File: config.mk
export PLATFORM = sky130hd
export DESIGN_NAME = branch_resolve_unit
export DESIGN_NICKNAME = d
export VERILOG_FILES = /design/src/rtl/branch_resolve_unit_pkg.sv /design/src/rtl/branch_pht.sv /design/src/rtl/branch_resolve_unit.sv
export SDC_FILE = /design/constraint.sdc
export NUM_CORES = 1
export LEC_CHECK = 0
export CORE_ASPECT_RATIO = 2
export CORE_MARGIN = 5
export CORE_UTILIZATION = 40
export CTS_CLUSTER_SIZE = 10
export DETAILED_ROUTE_END_ITERATION = 16
export GPL_ROUTABILITY_DRIVEN = 0
export MAX_ROUTING_LAYER = met4
export PLACE_DENSITY = 0.78
export SETUP_SLACK_MARGIN = 0.3
export SYNTH_ARGS = -nofsm -noshare
export SYNTH_HDL_FRONTEND = slang
export SYNTH_SLANG_ARGS = --single-unit
File: constraint.sdc
create_clock -name clk -period 0.8 [get_ports clk]
set_input_delay 0.16 -clock clk [delete_from_list [all_inputs] [get_ports clk]]
set_output_delay 0.16 -clock clk [all_outputs]
set_load 0.05 [all_outputs]
File: src/rtl/branch_resolve_unit_pkg.sv
// Shared defines for the branch resolve unit: opcode encodings, zero word,
// pattern-history counter states and the saturating counter step.
package branch_resolve_unit_pkg;

  localparam logic [31:0] ZeroWord = 32'h0000_0000;

  localparam logic [7:0] EXE_NOP_OP    = 8'b0000_0000;
  localparam logic [7:0] EXE_BEQ_OP    = 8'b0101_0001;
  localparam logic [7:0] EXE_BNE_OP    = 8'b0101_0010;
  localparam logic [7:0] EXE_BLEZ_OP   = 8'b0101_0011;
  localparam logic [7:0] EXE_BGTZ_OP   = 8'b0101_0100;
  localparam logic [7:0] EXE_BLTZ_OP   = 8'b0100_0000;
  localparam logic [7:0] EXE_BGEZ_OP   = 8'b0100_0001;
  localparam logic [7:0] EXE_BLTZAL_OP = 8'b0100_1010;
  localparam logic [7:0] EXE_BGEZAL_OP = 8'b0100_1011;

  typedef enum logic [1:0] {
    CNT_STRONG_NT = 2'b00,
    CNT_WEAK_NT   = 2'b01,
    CNT_WEAK_T    = 2'b10,
    CNT_STRONG_T  = 2'b11
  } pht_cnt_e;

  function automatic logic [1:0] cnt_next(input logic [1:0] cnt, input logic taken);
    logic [1:0] nxt;
    nxt = cnt;
    if (taken) begin
      if (cnt != CNT_STRONG_T) begin
        nxt = cnt + 2'd1;
      end else begin
        nxt = cnt;
      end
    end else begin
      if (cnt != CNT_STRONG_NT) begin
        nxt = cnt - 2'd1;
      end else begin
        nxt = cnt;
      end
    end
    return nxt;
  endfunction

endpackage

File: src/rtl/branch_pht.sv
// Pattern history table of 2-bit saturating counters: combinational lookup,
// one registered update per cycle, asynchronous initialisation to weakly not-taken.
module branch_pht
  import branch_resolve_unit_pkg::*;
#(
  parameter int IDX_W = 6
) (
  input  logic             clk,
  input  logic             resetn,
  input  logic [IDX_W-1:0] lookup_idx,
  output logic             lookup_taken,
  input  logic             upd_en,
  input  logic [IDX_W-1:0] upd_idx,
  input  logic             upd_taken
);

  localparam int DEPTH = 1 << IDX_W;

  logic [1:0] cnt_q [DEPTH];
  logic [1:0] cnt_d;

  // Reads the storage directly, so a same-index update this cycle is not yet visible
  always_comb begin
    lookup_taken = cnt_q[lookup_idx][1];
  end

  // Saturating step for the entry being trained
  always_comb begin
    cnt_d = cnt_next(cnt_q[upd_idx], upd_taken);
  end

  // Counter storage
  always_ff @(posedge clk or negedge resetn) begin
    if (!resetn) begin
      for (int i = 0; i < DEPTH; i++) begin
        cnt_q[i] <= CNT_WEAK_NT;
      end
    end else if (upd_en) begin
      cnt_q[upd_idx] <= cnt_d;
    end
  end

endmodule

File: src/rtl/branch_resolve_unit.sv
// Branch resolve unit: evaluates MIPS-style conditional branches, registers
// target/redirect/link results, optionally trains a PHT (macro BRANCH_PHT_EN).
module branch_resolve_unit
  import branch_resolve_unit_pkg::*;
#(
  parameter int DATA_W    = 32,
  parameter int PHT_IDX_W = 6
) (
  input  logic              clk,
  input  logic              resetn,
  input  logic              stall,
  input  logic              in_valid,
  input  logic [7:0]        in_op,
  input  logic [DATA_W-1:0] in_a,
  input  logic [DATA_W-1:0] in_b,
  input  logic [31:0]       in_pc,
  input  logic [31:0]       in_imm,
  input  logic              in_pred_taken,
  output logic              out_valid,
  output logic              out_taken,
  output logic              out_mispredict,
  output logic              out_link_en,
  output logic [31:0]       out_target,
  output logic [31:0]       out_redirect_pc,
  output logic [31:0]       out_link,
  input  logic [31:0]       if_pc,
  output logic              if_pred_taken
);

  logic        is_branch_s, taken_s, link_s, accept_s, mispredict_s;
  logic        sign_s, a_zero_s;
  logic [31:0] target_s, seq_pc_s;
  logic        unused_s;

  logic        valid_d, valid_q, taken_d, taken_q;
  logic        mispredict_d, mispredict_q, link_en_d, link_en_q;
  logic [31:0] target_d, target_q, redirect_d, redirect_q, link_d, link_q;

  assign sign_s   = in_a[DATA_W-1];
  assign a_zero_s = (in_a == {DATA_W{1'b0}});
  assign target_s = in_pc + 32'd4 + {in_imm[29:0], 2'b00};
  assign seq_pc_s = in_pc + 32'd8;
  assign accept_s = ~stall & in_valid & is_branch_s;

  // Opcode decode and condition evaluation
  always_comb begin
    is_branch_s = 1'b1;
    taken_s     = 1'b0;
    link_s      = 1'b0;
    case (in_op)
      EXE_BEQ_OP:    taken_s = (in_a == in_b);
      EXE_BNE_OP:    taken_s = (in_a != in_b);
      EXE_BGTZ_OP:   taken_s = ~sign_s & ~a_zero_s;
      EXE_BLEZ_OP:   taken_s = sign_s | a_zero_s;
      EXE_BGEZ_OP:   taken_s = ~sign_s;
      EXE_BLTZ_OP:   taken_s = sign_s;
      EXE_BGEZAL_OP: begin taken_s = ~sign_s; link_s = 1'b1; end
      EXE_BLTZAL_OP: begin taken_s = sign_s;  link_s = 1'b1; end
      default:       is_branch_s = 1'b0;
    endcase
  end

`ifdef BRANCH_PHT_EN
  branch_pht #(.IDX_W(PHT_IDX_W)) u_pht (
    .clk          (clk),
    .resetn       (resetn),
    .lookup_idx   (if_pc[PHT_IDX_W+1:2]),
    .lookup_taken (if_pred_taken),
    .upd_en       (accept_s),
    .upd_idx      (in_pc[PHT_IDX_W+1:2]),
    .upd_taken    (taken_s)
  );
  assign mispredict_s = in_pred_taken ^ taken_s;
`else
  // Fetch always assumes not-taken, so every taken branch is a mispredict
  assign if_pred_taken = 1'b0;
  assign mispredict_s  = taken_s;
`endif

  assign unused_s = ^{if_pc, in_pred_taken};

  // Result register next state: hold on stall, clear when nothing accepted
  always_comb begin
    valid_d      = valid_q;
    taken_d      = taken_q;
    mispredict_d = mispredict_q;
    link_en_d    = link_en_q;
    target_d     = target_q;
    redirect_d   = redirect_q;
    link_d       = link_q;
    if (!stall) begin
      valid_d      = accept_s;
      taken_d      = accept_s & taken_s;
      mispredict_d = accept_s & mispredict_s;
      link_en_d    = accept_s & link_s;
      target_d     = accept_s ? target_s : ZeroWord;
      redirect_d   = accept_s ? (taken_s ? target_s : seq_pc_s) : ZeroWord;
      link_d       = (accept_s & link_s) ? seq_pc_s : ZeroWord;
    end else begin
      valid_d = valid_q;
    end
  end

  // Result register
  always_ff @(posedge clk or negedge resetn) begin
    if (!resetn) begin
      valid_q      <= 1'b0;
      taken_q      <= 1'b0;
      mispredict_q <= 1'b0;
      link_en_q    <= 1'b0;
      target_q     <= ZeroWord;
      redirect_q   <= ZeroWord;
      link_q       <= ZeroWord;
    end else begin
      valid_q      <= valid_d;
      taken_q      <= taken_d;
      mispredict_q <= mispredict_d;
      link_en_q    <= link_en_d;
      target_q     <= target_d;
      redirect_q   <= redirect_d;
      link_q       <= link_d;
    end
  end

  assign out_valid       = valid_q;
  assign out_taken       = taken_q;
  assign out_mispredict  = mispredict_q;
  assign out_link_en     = link_en_q;
  assign out_target      = target_q;
  assign out_redirect_pc = redirect_q;
  assign out_link        = link_q;

endmodule

==> flow_metrics.env, run 1 <==
export IMPL_netlist_instances=724
export IMPL_cts_max_level=3
export IMPL_firstError="[ERROR GRT-0232] Routing congestion too high. Check the congestion heatmap in the GUI."
export IMPL_overflow=13
export IMPL_die_height_um=193
export IMPL_num_io_pins=274
export IMPL_clk_path_buf_depth=2
export IMPL_seq_area_frac_synth_pct=36.3
export IMPL_track_usage_pct=61.6
export IMPL_yosysWarnings=0
export IMPL_grt_max_degree=93
export IMPL_placed_cells=1310
export IMPL_async_flop_share_pct=100
export IMPL_status="stopped before the end"
export IMPL_ys_types=59
export IMPL_dp_hpwl_um=21200
export IMPL_place_ws_ns=-2.41
export IMPL_netlist_top_cells_area="dfrtp_1, ha_1, xor2_1"
export IMPL_fp_dieW_um=101
export IMPL_synthesis_nets=956
export IMPL_num_rows=67
export IMPL_syn_area_sq_mm=0.00668
export IMPL_yosysTopAreaCellShare_pct=36.3
export IMPL_synth_main_ff_cell="dfrtp_1"
export IMPL_syn_area_per_cell_sq_um=9.23
export IMPL_numClockSinks=97
export IMPL_crit_endpoint="out_redirect_pc[25]$_DFFE_PN0N_/D"
export IMPL_synth_seq_cells=97
export IMPL_clockRootBuffer="clkbuf_16"
export IMPL_cts_buffers_inserted=9
export IMPL_endpoint_type="register input"
export IMPL_synth_edf_count=0
export IMPL_start_util_pct=40.3
export IMPL_lastStage="5_1_grt"
export IMPL_port_buffers=237
export IMPL_synth_top_cell_by_area="dfrtp_1"
==> metrics by stage <==
step | instance area, sq um | TNS (ns) | utilization (%)
after floorplan | 7560 | -85.71 | -
after global placement | 12400 | -163.70 | 74.5
after detailed placement | 12400 | -169.49 | 74.5
after CTS | 14400 | -124.73 | 87.0
==> cells in the mapped netlist (all sizes together) (14+ instances only) <==
cell type	n
a21o	18
a21oi	27
a22o	37
clkbuf	29
dfrtp	97
ha	58
inv	18
mux2i	19
nand2	93
nand3	17
nand4	14
nor2	35
nor4	17
o21ai	62
xnor2	36
xor2	52
==> cells by family after synthesis <==
family	after synthesis	synth area share [%]
flops	97	36.3
buf+inv	54	3.30
xor+xnor	88	11.5
mux	20	3.01
simple gates	216	15.4
other cells	1	0.0561
fa+ha+maj	59	11.2
compound gates	189	19.3
==> per-layer routing <==
layer	GRT overflow	track usage, %
met1	0	58.6
met2	9	84.4
met3	0	35.2
met4	4	59.3
met5	-	-
==> what timing repair did <==
item,CTS
setup endpoints to repair,197
endpoints found under the hold margin,97
cloned,7
pin swaps,167
gates resized for setup,625
setup buffers,71
==> run 2, diff against run 1 <==
--- a/config.mk
+++ b/config.mk
@@ -5,15 +5,11 @@
 export SDC_FILE = /design/constraint.sdc
 export NUM_CORES = 1
 export LEC_CHECK = 0
-export CORE_ASPECT_RATIO = 2
 export CORE_MARGIN = 5
 export CORE_UTILIZATION = 40
-export CTS_CLUSTER_SIZE = 10
 export DETAILED_ROUTE_END_ITERATION = 16
 export GPL_ROUTABILITY_DRIVEN = 0
-export MAX_ROUTING_LAYER = met4
-export PLACE_DENSITY = 0.78
-export SETUP_SLACK_MARGIN = 0.3
+export PLACE_DENSITY_LB_ADDON = 0.15
 export SYNTH_ARGS = -nofsm -noshare
 export SYNTH_HDL_FRONTEND = slang
 export SYNTH_SLANG_ARGS = --single-unit
==> constraint.sdc (replaced) <==
create_clock -name clk -period 1 [get_ports clk]
set_input_delay 0.2 -clock clk [delete_from_list [all_inputs] [get_ports clk]]
set_output_delay 0.2 -clock clk [all_outputs]
set_load 0.05 [all_outputs]
==> run 2 against run 1 <==
Compared with the run above:
- the flow now finishes, with violations (negative setup slack)
- synthesized cell count unchanged
- area after synthesis is the same
==> flow_metrics.env, run 2 <==
export IMPL_status="finished, violations left"
export IMPL_violations="negative setup slack"
export IMPL_synth_top_cell_by_area="dfrtp_1"
export IMPL_place_ws_ns=-2.22
export IMPL_period_needed_ns=2.67
export IMPL_dieArea_sq_mm=0.0194
export IMPL_seq_area_frac_synth_pct=36.3
export IMPL_yosysWarnings=0
export IMPL_core_area_sq_mm=0.0165
export IMPL_hp_class="input pin to flop"
export IMPL_r2r_end="out_link[8]$_DFFE_PN0N_"
export IMPL_hp_start="in_pc[2]"
export IMPL_worstHoldPathCells=4
export IMPL_final_util_pct=90.9
export IMPL_overflow=0
export IMPL_synth_xor_area_share_pct=11.5
export IMPL_synth_top_family_by_area="compound AO/OA/AOI/OAI gates"
export IMPL_rsz0062_at_grt="true"
export IMPL_worstSetupStartpointType="input pin"
export IMPL_pwr_density_cell_mw_per_mm2=940
export IMPL_worst_setup_path_type="input pin to flop"
export IMPL_reg2reg_from="out_link[8]$_DFFE_PN0N_"
export IMPL_fmax_ghz=0.375
export IMPL_wl_um=37400
export IMPL_drt_iter0_drc=881
export IMPL_dp_hpwl_um=20300
export IMPL_clkLatencyLatePin_ns=0.35
export IMPL_p_clk_share_pct=30.0
export IMPL_netlist_instances=724
export IMPL_antenna_cells=0
export IMPL_synthesis_nets=956
export IMPL_switchingPower_mw=4.70
export IMPL_multiInputGateArea_sq_mm=0.00600
export IMPL_vdd_ir_drop_worst_mv=0.856
export IMPL_num_rows=47
export IMPL_clockRootBuffer="clkbuf_16"
export IMPL_yosysTopAreaCellShare_pct=36.3
export IMPL_num_io_pins=274
export IMPL_final_nets=1456
export IMPL_regArea_sq_mm=0.00244
export IMPL_yosys_top_cells_count="dfrtp_1, nand2_1, o21ai_0"
export IMPL_cts_buffers_inserted=9
export IMPL_first_pass_iters=6
export IMPL_async_flop_share_pct=100
export IMPL_cts_tree="done"
export IMPL_synth_adder_area_share_pct=11.2
export IMPL_p_leak_nw=6.92
export IMPL_antenna_found_initial=0
export IMPL_path_max_fanout=4
export IMPL_yosys_area_share_simple_pct=15.4
export IMPL_p_sw_share_pct=33.4
export IMPL_synth_edf_count=0
export IMPL_clk_path_buf_depth=2
export IMPL_rrSetupSlack_ns=-0.06
export IMPL_finalMaxSlewViolations=0
export IMPL_port_buffers=237
export IMPL_num_vias=8623
export IMPL_use_met1_pct=38.7
export IMPL_grt_busiest_layer="met2"
export IMPL_period_share_pct=267
export IMPL_pwr_share_seq_pct=28.4
export IMPL_holdPathEnd="out_redirect_pc[2]$_DFFE_PN0N_"
export IMPL_track_usage_pct=32.2
export IMPL_clk_pin_slew_ns=0.08
export IMPL_vias_per_cell=5.95
export IMPL_timing_final_setup_violations=197
export IMPL_cts_max_level=3
export IMPL_ys_types=59
export IMPL_fin_setup_tns_ns=-100.20
export IMPL_drive_gt1_share_pct=60.4
export IMPL_synth_area_mux_share_pct=3.01
export IMPL_netlist_top_cells_area="dfrtp_1, ha_1, xor2_1"
export IMPL_synth_most_common_cell="dfrtp_1"
export IMPL_crit_required_ns=1.27
export IMPL_synth_main_ff_cell="dfrtp_1"
export IMPL_final_common_cell="buf_4"
export IMPL_fp_dieW_um=139
export IMPL_syn_area_sq_mm=0.00668
export IMPL_die_height_um=139
export IMPL_syn_area_per_cell_sq_um=9.23
export IMPL_power_internal_mw=9.37
export IMPL_wl_per_cell_um=25.8
export IMPL_final_cell_mix="buf_4, buf_12, dfrtp_1"
export IMPL_cap_violations=0
export IMPL_nFillCells=596
export IMPL_postPlaceCellArea_sq_mm=0.0122
export IMPL_syn_to_final_growth_pct=124
export IMPL_grt_max_degree=43
export IMPL_synth_seq_cells=97
export IMPL_pwr_share_comb_pct=41.7
export IMPL_met3_usage_pct=5.32
export IMPL_final_setup_worst_slack_ns=-1.67
export IMPL_ant_nets=0
export IMPL_reg2reg_depth=3
export IMPL_start_util_pct=40.6
export IMPL_grt_pass1_wl_um=49300
export IMPL_met2_usage_pct=55.4
export IMPL_timing_hold_ws_ns=0.170
export IMPL_clock_skew_ns=0
export IMPL_drc=0
export IMPL_hold_violations=0
export IMPL_grt_pass1_vias=8748
export IMPL_synth_compound_area_share_pct=19.3
export IMPL_cp_end_kind="flop"
export IMPL_numClockSinks=97
export IMPL_final_cell_area_sq_mm=0.0150
export IMPL_critical_path_arrival_ns=2.94
-- run 2: cell counts after synthesis --
No cell type changed its count.
-- run 2: metal layers --
metal  vias up  wire, um
met3       203      2860
li1       3607         -
met5         -         0
met1      4202     13400
met4         0      2480
met2       611     18600
-- run 2: critical path, stage by stage --
cell and delay, ns:
buf_8 0.10, ha_4 0.23, ha_4 0.31, buf_6 0.11
o211ai_1 0.16, a211oi_2 0.25, a21oi_2 0.12, buf_4 0.17
o31ai_1 0.40, a21oi_1 0.19, o21ba_2 0.24, xnor2_1 0.16
nand2_1 0.11, o21ai_0 0.18
-- run 2: worst max-delay path by stage --
stage,start,cells after the start,to
after global routing,in_pc[9],14,out_redirect_pc[20]$_DFFE_PN0N_
after floorplan,in_imm[1],13,out_redirect_pc[29]$_DFFE_PN0N_
final,in_pc[9],14,out_redirect_pc[20]$_DFFE_PN0N_
after global placement,in_pc[9],12,out_redirect_pc[24]$_DFFE_PN0N_
after CTS,in_imm[7],12,out_redirect_pc[24]$_DFFE_PN0N_
after detailed placement,in_pc[2],16,out_redirect_pc[29]$_DFFE_PN0N_
-- run 2: cell type report --
| type | instances | area share, % |
|---|---|---|
| Sequential cell | 97 | 16.3 |
| Tap cell | 220 | 1.84 |
| Clock inverter | 6 | 0.752 |
| Inverter | 18 | 0.535 |
| Clock buffer | 10 | 1.53 |
| Timing Repair Buffer | 525 | 39.0 |
| Multi-Input combinational cell | 573 | 40.1 |
-- run 2: logic make-up (layout without fill, tap and decap cells) --
family,count (synthesis),after routing
XOR/XNOR,88,88
other,1,1
flip-flops,97,97
adder cells (fa/ha/maj),59,59
AO/OA/AOI/OAI,189,189
multiplexers,20,20
AND/OR/NAND/NOR,216,216
buffers and inverters,54,559
-- run 2: timing repair --
item	CTS	global route
endpoints found under the setup margin	197	197
pin swaps	150	112
gates resized for setup	573	173
hold endpoints to repair	16	0
hold buffers	1	0
setup buffers	72	54
cloned	4	1
-- run 2: power by group through the flow --
stage,sequential (mW),combinational (mW),clock (mW)
floorplan,4.15,1.97,0
global placement,4.06,4.12,0
detailed placement,4.06,4.18,0
CTS,3.99,4.98,4.09
global route,3.99,6.10,4.37
finish,3.99,5.86,4.22
-- run 2: metrics by stage --
step | std cells | total power [mW]
2_1_floorplan | 724 | 6.13
3_3_place_gp | 1320 | 8.19
3_5_place_dp | 1320 | 8.25
4_1_cts | 1405 | 13.1
5_1_grt | 1449 | 14.5
6_report | 1449 | 14.1
Note: power is estimated with default switching activity, not from simulation.
==> run 3, diff against run 2 <==
--- a/config.mk
+++ b/config.mk
@@ -5,7 +5,6 @@
 export SDC_FILE = /design/constraint.sdc
 export NUM_CORES = 1
 export LEC_CHECK = 0
-export CORE_MARGIN = 5
 export CORE_UTILIZATION = 40
 export DETAILED_ROUTE_END_ITERATION = 16
 export GPL_ROUTABILITY_DRIVEN = 0
==> run 3 against run 2 <==
Compared with the run above:
- the flow still finishes with violations (negative setup slack)
- sequential share of layout area about the same
- via count is 5.8% higher
- flip-flop and latch count is the same
- hold slack better by 0.018 ns
- cell count up 0.14%
- clock-buffer cell count rose by 1
- critical endpoint is now out_redirect_pc[24]$_DFFE_PN0N_
- highest routed layer unchanged
==> flow_metrics.env, run 3 (same netlist as run 2, synthesis figures left out) <==
export IMPL_status="finished, violations left"
export IMPL_violations="negative setup slack"
export IMPL_final_setup_worst_slack_ns=-1.72
export IMPL_grt_pass1_vias=9023
export IMPL_met3_usage_pct=7.33
export IMPL_period_needed_ns=2.72
export IMPL_met2_usage_pct=69.2
export IMPL_die_height_um=131
export IMPL_period_share_pct=272
export IMPL_multiInputGateArea_sq_mm=0.00609
export IMPL_clkLatencyLatePin_ns=0.36
export IMPL_core_area_sq_mm=0.0161
export IMPL_slew_headroom_pct=63.8
export IMPL_numClockSinks=97
export IMPL_drive_gt1_share_pct=61.8
export IMPL_p_leak_nw=6.87
export IMPL_syn_to_final_growth_pct=124
export IMPL_final_cell_mix="buf_4, buf_12, dfrtp_1"
export IMPL_wl_um=40500
export IMPL_critical_path_arrival_ns=3.01
export IMPL_pwr_density_cell_mw_per_mm2=911
export IMPL_hold_violations=0
export IMPL_clock_skew_ns=0
export IMPL_cap_violations=0
export IMPL_worst_setup_path_type="input pin to flop"
export IMPL_antenna_found_initial=1
export IMPL_track_usage_pct=39.1
export IMPL_num_rows=46
export IMPL_first_pass_iters=6
export IMPL_vdd_ir_drop_worst_mv=0.939
export IMPL_dieArea_sq_mm=0.0172
export IMPL_cts_max_level=3
export IMPL_path_max_fanout=3
export IMPL_cts_buffers_inserted=9
export IMPL_cts_tree="done"
export IMPL_worstSetupStartpointType="input pin"
export IMPL_cp_end_kind="flop"
export IMPL_vias_per_cell=6.29
export IMPL_use_met1_pct=43.7
export IMPL_num_vias=9126
export IMPL_finalMaxSlewViolations=0
export IMPL_worst_pin_slew_ns=0.543
export IMPL_overflow=0
export IMPL_clk_path_buf_depth=2
export IMPL_max_stage_delay_ns=0.47
export IMPL_grt_pass1_wl_um=51500
export IMPL_crit_required_ns=1.29
export IMPL_drt_iter0_drc=925
export IMPL_fp_dieW_um=131
export IMPL_num_io_pins=274
export IMPL_start_util_pct=41.5
export IMPL_wl_per_cell_um=27.9
export IMPL_ant_nets=0
export IMPL_rsz0062_at_grt="true"
export IMPL_regArea_sq_mm=0.00244
export IMPL_port_buffers=237
export IMPL_nFillCells=488
export IMPL_hp_class="input pin to flop"
export IMPL_dp_hpwl_um=19900
export IMPL_clockRootBuffer="clkbuf_16"
export IMPL_crit_chain="buf_2, ha_4, ha_4, o211ai_1, a211oi_2, a21oi_2, nor2_2, a211o_2, a21o_1, a21oi_2, or4b_1, nand3_1"
export IMPL_timing_hold_ws_ns=0.187
export IMPL_clk_pin_slew_ns=0.07
export IMPL_final_util_pct=93.1
export IMPL_final_common_cell="buf_4"
export IMPL_slowest_stage="or4b_1"
export IMPL_final_nets=1461
export IMPL_grt_busiest_layer="met2"
export IMPL_grt_max_degree=48
export IMPL_fmax_ghz=0.368
export IMPL_timing_final_setup_violations=197
export IMPL_drc=0
run 3: changes by cell type in the layout (fill, tap and decap cells not counted), sizes merged:
cell,previous run,this run
buf,448,454
bufbuf,1,0
bufinv,3,0
clkbuf,29,31
clkdlybuf4s15,18,27
clkdlybuf4s50,9,8
clkinv,1,5
diode,0,1
dlygate4sd2,29,20
inv,20,18
run 3: critical path, delay by kind of cell:
family,cells,cell delay (ns)
buf+inv,1,0.12
fa+ha+maj,2,0.46
compound gates,6,1.56
simple gates,3,0.66
run 3: timing repair:
action | 4_1_cts | 5_1_grt
setup endpoints to repair | 197 | 197
hold endpoints to repair | 97 | 0
cloned | 9 | 0
hold buffers | 1 | 0
resized for setup | 617 | 162
pin swaps | 197 | 134
setup buffers | 82 | 63
run 3: area by class of cell:
cell class,instances,share of cell area (%)
timing repair buffer,530,38.8
clock buffer,11,1.69
tap,216,1.80
multi-input combinational,573,40.6
clock inverter,5,0.267
inverter,18,0.534
antenna,1,0.0167
sequential,97,16.3
run 3: per-stage QoR:
step / instances / TNS [ns] / setup slack, ns / area [sq um] / total power [mW]
2_1_floorplan: 724 / -69.78 / -1.57 / 7420 / 6.13
3_3_place_gp: 1313 / -145.68 / -2.14 / 12200 / 8.15
3_5_place_dp: 1313 / -149.55 / -2.20 / 12200 / 8.24
4_1_cts: 1409 / -89.23 / -1.47 / 14300 / 12.5
5_1_grt: 1451 / -109.53 / -1.78 / 15000 / 13.9
6_report: 1451 / -104.68 / -1.72 / 15000 / 13.7
run 3: path summary, 6_finish.rpt:
path | from | end | slack, ns | depth (start not counted)
max in group asynchronous | resetn | out_target[5]$_DFFE_PN0N_ | 0.20 | 3
hold / removal | in_pc[2] | out_redirect_pc[2]$_DFFE_PN0N_ | 0.19 | 4
hold reg to reg | out_target[21]$_DFFE_PN0N_ | out_target[21]$_DFFE_PN0N_ | 0.56 | 2
setup reg to reg | out_redirect_pc[18]$_DFFE_PN0N_ | out_redirect_pc[18]$_DFFE_PN0N_ | -0.10 | 3
min in group asynchronous | resetn | out_link[1]$_DFFE_PN0N_ | 0.28 | 2
setup / recovery | in_imm[5] | out_redirect_pc[24]$_DFFE_PN0N_ | -1.72 | 12
run 3: routing by layer:
metal	routed length [um]	vias to the layer above	share of wire, %
li1	-	3608	-
met1	13900	4393	34
met2	19500	791	48
met3	3480	334	8.6
met4	3620	0	8.9
met5	0	-	0
run 3: report_power, final:
part           total (mW)  internal, mW  switching, mW
Sequential           3.99          3.95         0.0422
Clock                3.64          1.85           1.80
Combinational        6.03          2.98           3.05
==> run 4, diff against run 3 <==
--- a/config.mk
+++ b/config.mk
@@ -8,7 +8,9 @@
 export CORE_UTILIZATION = 40
 export DETAILED_ROUTE_END_ITERATION = 16
 export GPL_ROUTABILITY_DRIVEN = 0
+export MAX_ROUTING_LAYER = met4
 export PLACE_DENSITY_LB_ADDON = 0.15
+export RECOVER_POWER = 100
 export SYNTH_ARGS = -nofsm -noshare
 export SYNTH_HDL_FRONTEND = slang
 export SYNTH_SLANG_ARGS = --single-unit
==> run 4 against run 3 <==
Compared with the run above:
- the flow still finishes with violations (negative setup slack)
- cell count about the same
- sequential share of layout area down 0.069 points
- maximum frequency is 3.1% lower
- flip-flop and latch count did not move
- clock skew did not move
==> flow_metrics.env, run 4 (same netlist as run 2, synthesis figures left out) <==
export IMPL_path_max_fanout=4
export IMPL_core_area_sq_mm=0.0161
export IMPL_worst_pin_slew_ns=0.629
export IMPL_slowest_stage="or4b_1"
export IMPL_p_leak_nw=6.87
export IMPL_grt_max_degree=48
export IMPL_status="finished, violations left"
export IMPL_start_util_pct=41.5
export IMPL_antenna_cells=0
export IMPL_clk_pin_slew_ns=0.07
export IMPL_fin_setup_tns_ns=-114.14
export IMPL_final_setup_worst_slack_ns=-1.80
export IMPL_worst_setup_path_type="input pin to flop"
export IMPL_p_total_mw=13.8
export IMPL_pwr_density_cell_mw_per_mm2=919
export IMPL_max_stage_delay_ns=0.48
export IMPL_syn_to_final_growth_pct=125
export IMPL_drt_iter0_drc=963
export IMPL_dieArea_sq_mm=0.0172
export IMPL_dp_hpwl_um=19900
export IMPL_period_share_pct=280
export IMPL_crit_required_ns=1.31
export IMPL_antenna_found_initial=0
export IMPL_cp_end_kind="flop"
export IMPL_cap_violations=0
export IMPL_clockRootBuffer="clkbuf_16"
export IMPL_critical_path_arrival_ns=3.11
export IMPL_drive_gt1_share_pct=61.5
export IMPL_slew_headroom_pct=58.1
export IMPL_hold_violations=0
export IMPL_cts_tree="done"
export IMPL_ant_nets=0
export IMPL_cp_num_buf_inv=1
export IMPL_nFillCells=471
export IMPL_vdd_ir_drop_worst_mv=1.11
export IMPL_vias_per_cell=6.45
export IMPL_port_buffers=237
export IMPL_cts_max_level=3
export IMPL_timing_final_setup_violations=261
export IMPL_cts_buffers_inserted=9
export IMPL_finalMaxSlewViolations=0
export IMPL_num_rows=46
export IMPL_numClockSinks=97
export IMPL_period_needed_ns=2.80
export IMPL_clock_skew_ns=0
export IMPL_first_pass_iters=7
export IMPL_drc=0
export IMPL_final_nets=1461
export IMPL_hp_class="input pin to flop"
export IMPL_fp_dieW_um=131
export IMPL_grt_pass1_wl_um=51500
export IMPL_num_vias=9357
export IMPL_final_cell_mix="buf_4, buf_12, dfrtp_1"
export IMPL_fmax_ghz=0.357
export IMPL_clkLatencyLatePin_ns=0.37
export IMPL_overflow=0
export IMPL_crit_chain="clkdlybuf4s15_1, ha_4, ha_4, a21o_1, a31oi_2, o22ai_1, a211o_2, a21o_1, a21oi_2, or4b_1, nand3_1"
export IMPL_track_usage_pct=40.2
export IMPL_final_common_cell="buf_4"
export IMPL_clk_path_buf_depth=2
export IMPL_wl_per_cell_um=29.6
export IMPL_worstSetupStartpointType="input pin"
export IMPL_num_io_pins=274
export IMPL_grt_pass1_vias=9002
export IMPL_crit_family="compound AO/OA/AOI/OAI gates"
export IMPL_wl_um=43000
export IMPL_violations="negative setup slack"
export IMPL_rsz0062_at_grt="true"
export IMPL_die_height_um=131
run 4: cell types whose count changed in the layout (fill, tap and decap cells not counted), moves of 2 or more:
cell             change
o21ai_2              -2
o21ai_1              +3
o21ai_0              -2
clkbuf_2             -9
clkdlybuf4s15_1      +6
clkdlybuf4s15_2      +2
nand2_1              -3
dlygate4sd2_1        +3
nand2_2              +3
run 4: worst min-delay path, stage by stage:
cell and delay, ns:
buf_6 0.08, nand2_4 0.04, o21ai_2 0.04, a22o_1 0.11
run 4: final timing paths:
path                                              endpoint  slack, ns  cells past startpoint                            start
max in group asynchronous        out_target[2]$_DFFE_PN0N_      -0.11                      3                           resetn
hold / removal              out_redirect_pc[2]$_DFFE_PN0N_       0.15                      4                         in_pc[2]
min in group asynchronous          out_link[1]$_DFFE_PN0N_       0.39                      2                           resetn
setup reg to reg           out_redirect_pc[18]$_DFFE_PN0N_      -0.10                      3  out_redirect_pc[18]$_DFFE_PN0N_
hold reg to reg                 out_target[20]$_DFFE_PN0N_       0.58                      2       out_target[20]$_DFFE_PN0N_
setup / recovery           out_redirect_pc[24]$_DFFE_PN0N_      -1.80                     11                       in_imm[13]
run 4: power by group:
group	leakage, nW	internal [mW]	total (mW)	switching [mW]
sequential	1.34	3.95	3.99	0.0427
combinational	5.39	3.03	6.21	3.18
clock	0.146	1.84	3.64	1.80
total	6.87	8.82	13.8	5.02
run 4: layout make-up:
class                   count  area, sq um  area share, %
multi-input cells         573         6120           40.7
repair buffers            530         5850           38.9
flip-flops and latches     97         2440           16.2
well taps                 216          270           1.79
clock buffers              11          253           1.68
inverters                  18         80.1          0.532
clock inverters             5         40.0          0.266
run 4: what timing repair did:
item / 4_1_cts / 5_1_grt
pin swaps: 197 / 116
hold buffers: 1 / 0
hold endpoints to repair: 97 / 0
setup buffers: 82 / 65
setup endpoints to repair: 197 / 197
cloned: 9 / 0
resized for setup: 617 / 154
run 4: stage by stage:
stage / utilization, % / cells / area (sq um) / setup slack, ns / hold slack [ns]
2_1_floorplan: - / 724 / 7420 / -1.57 / -0.0956
3_3_place_gp: 75.5 / 1313 / 12200 / -2.14 / 0.0345
3_5_place_dp: 75.5 / 1313 / 12200 / -2.20 / 0.0355
4_1_cts: 88.6 / 1409 / 14300 / -1.47 / 0.117
5_1_grt: 93.5 / 1450 / 15100 / -1.97 / 0.152
6_report: 93.5 / 1450 / 15100 / -1.80 / 0.146
run 4: per-layer routing:
metal	GRT usage (%)	up-vias	routed length (um)
met5	-	-	0
met1	43.9	4507	14000
met2	69.3	850	20500
met4	22.4	0	4420
met3	7.06	393	4010
li1	-	3607	-
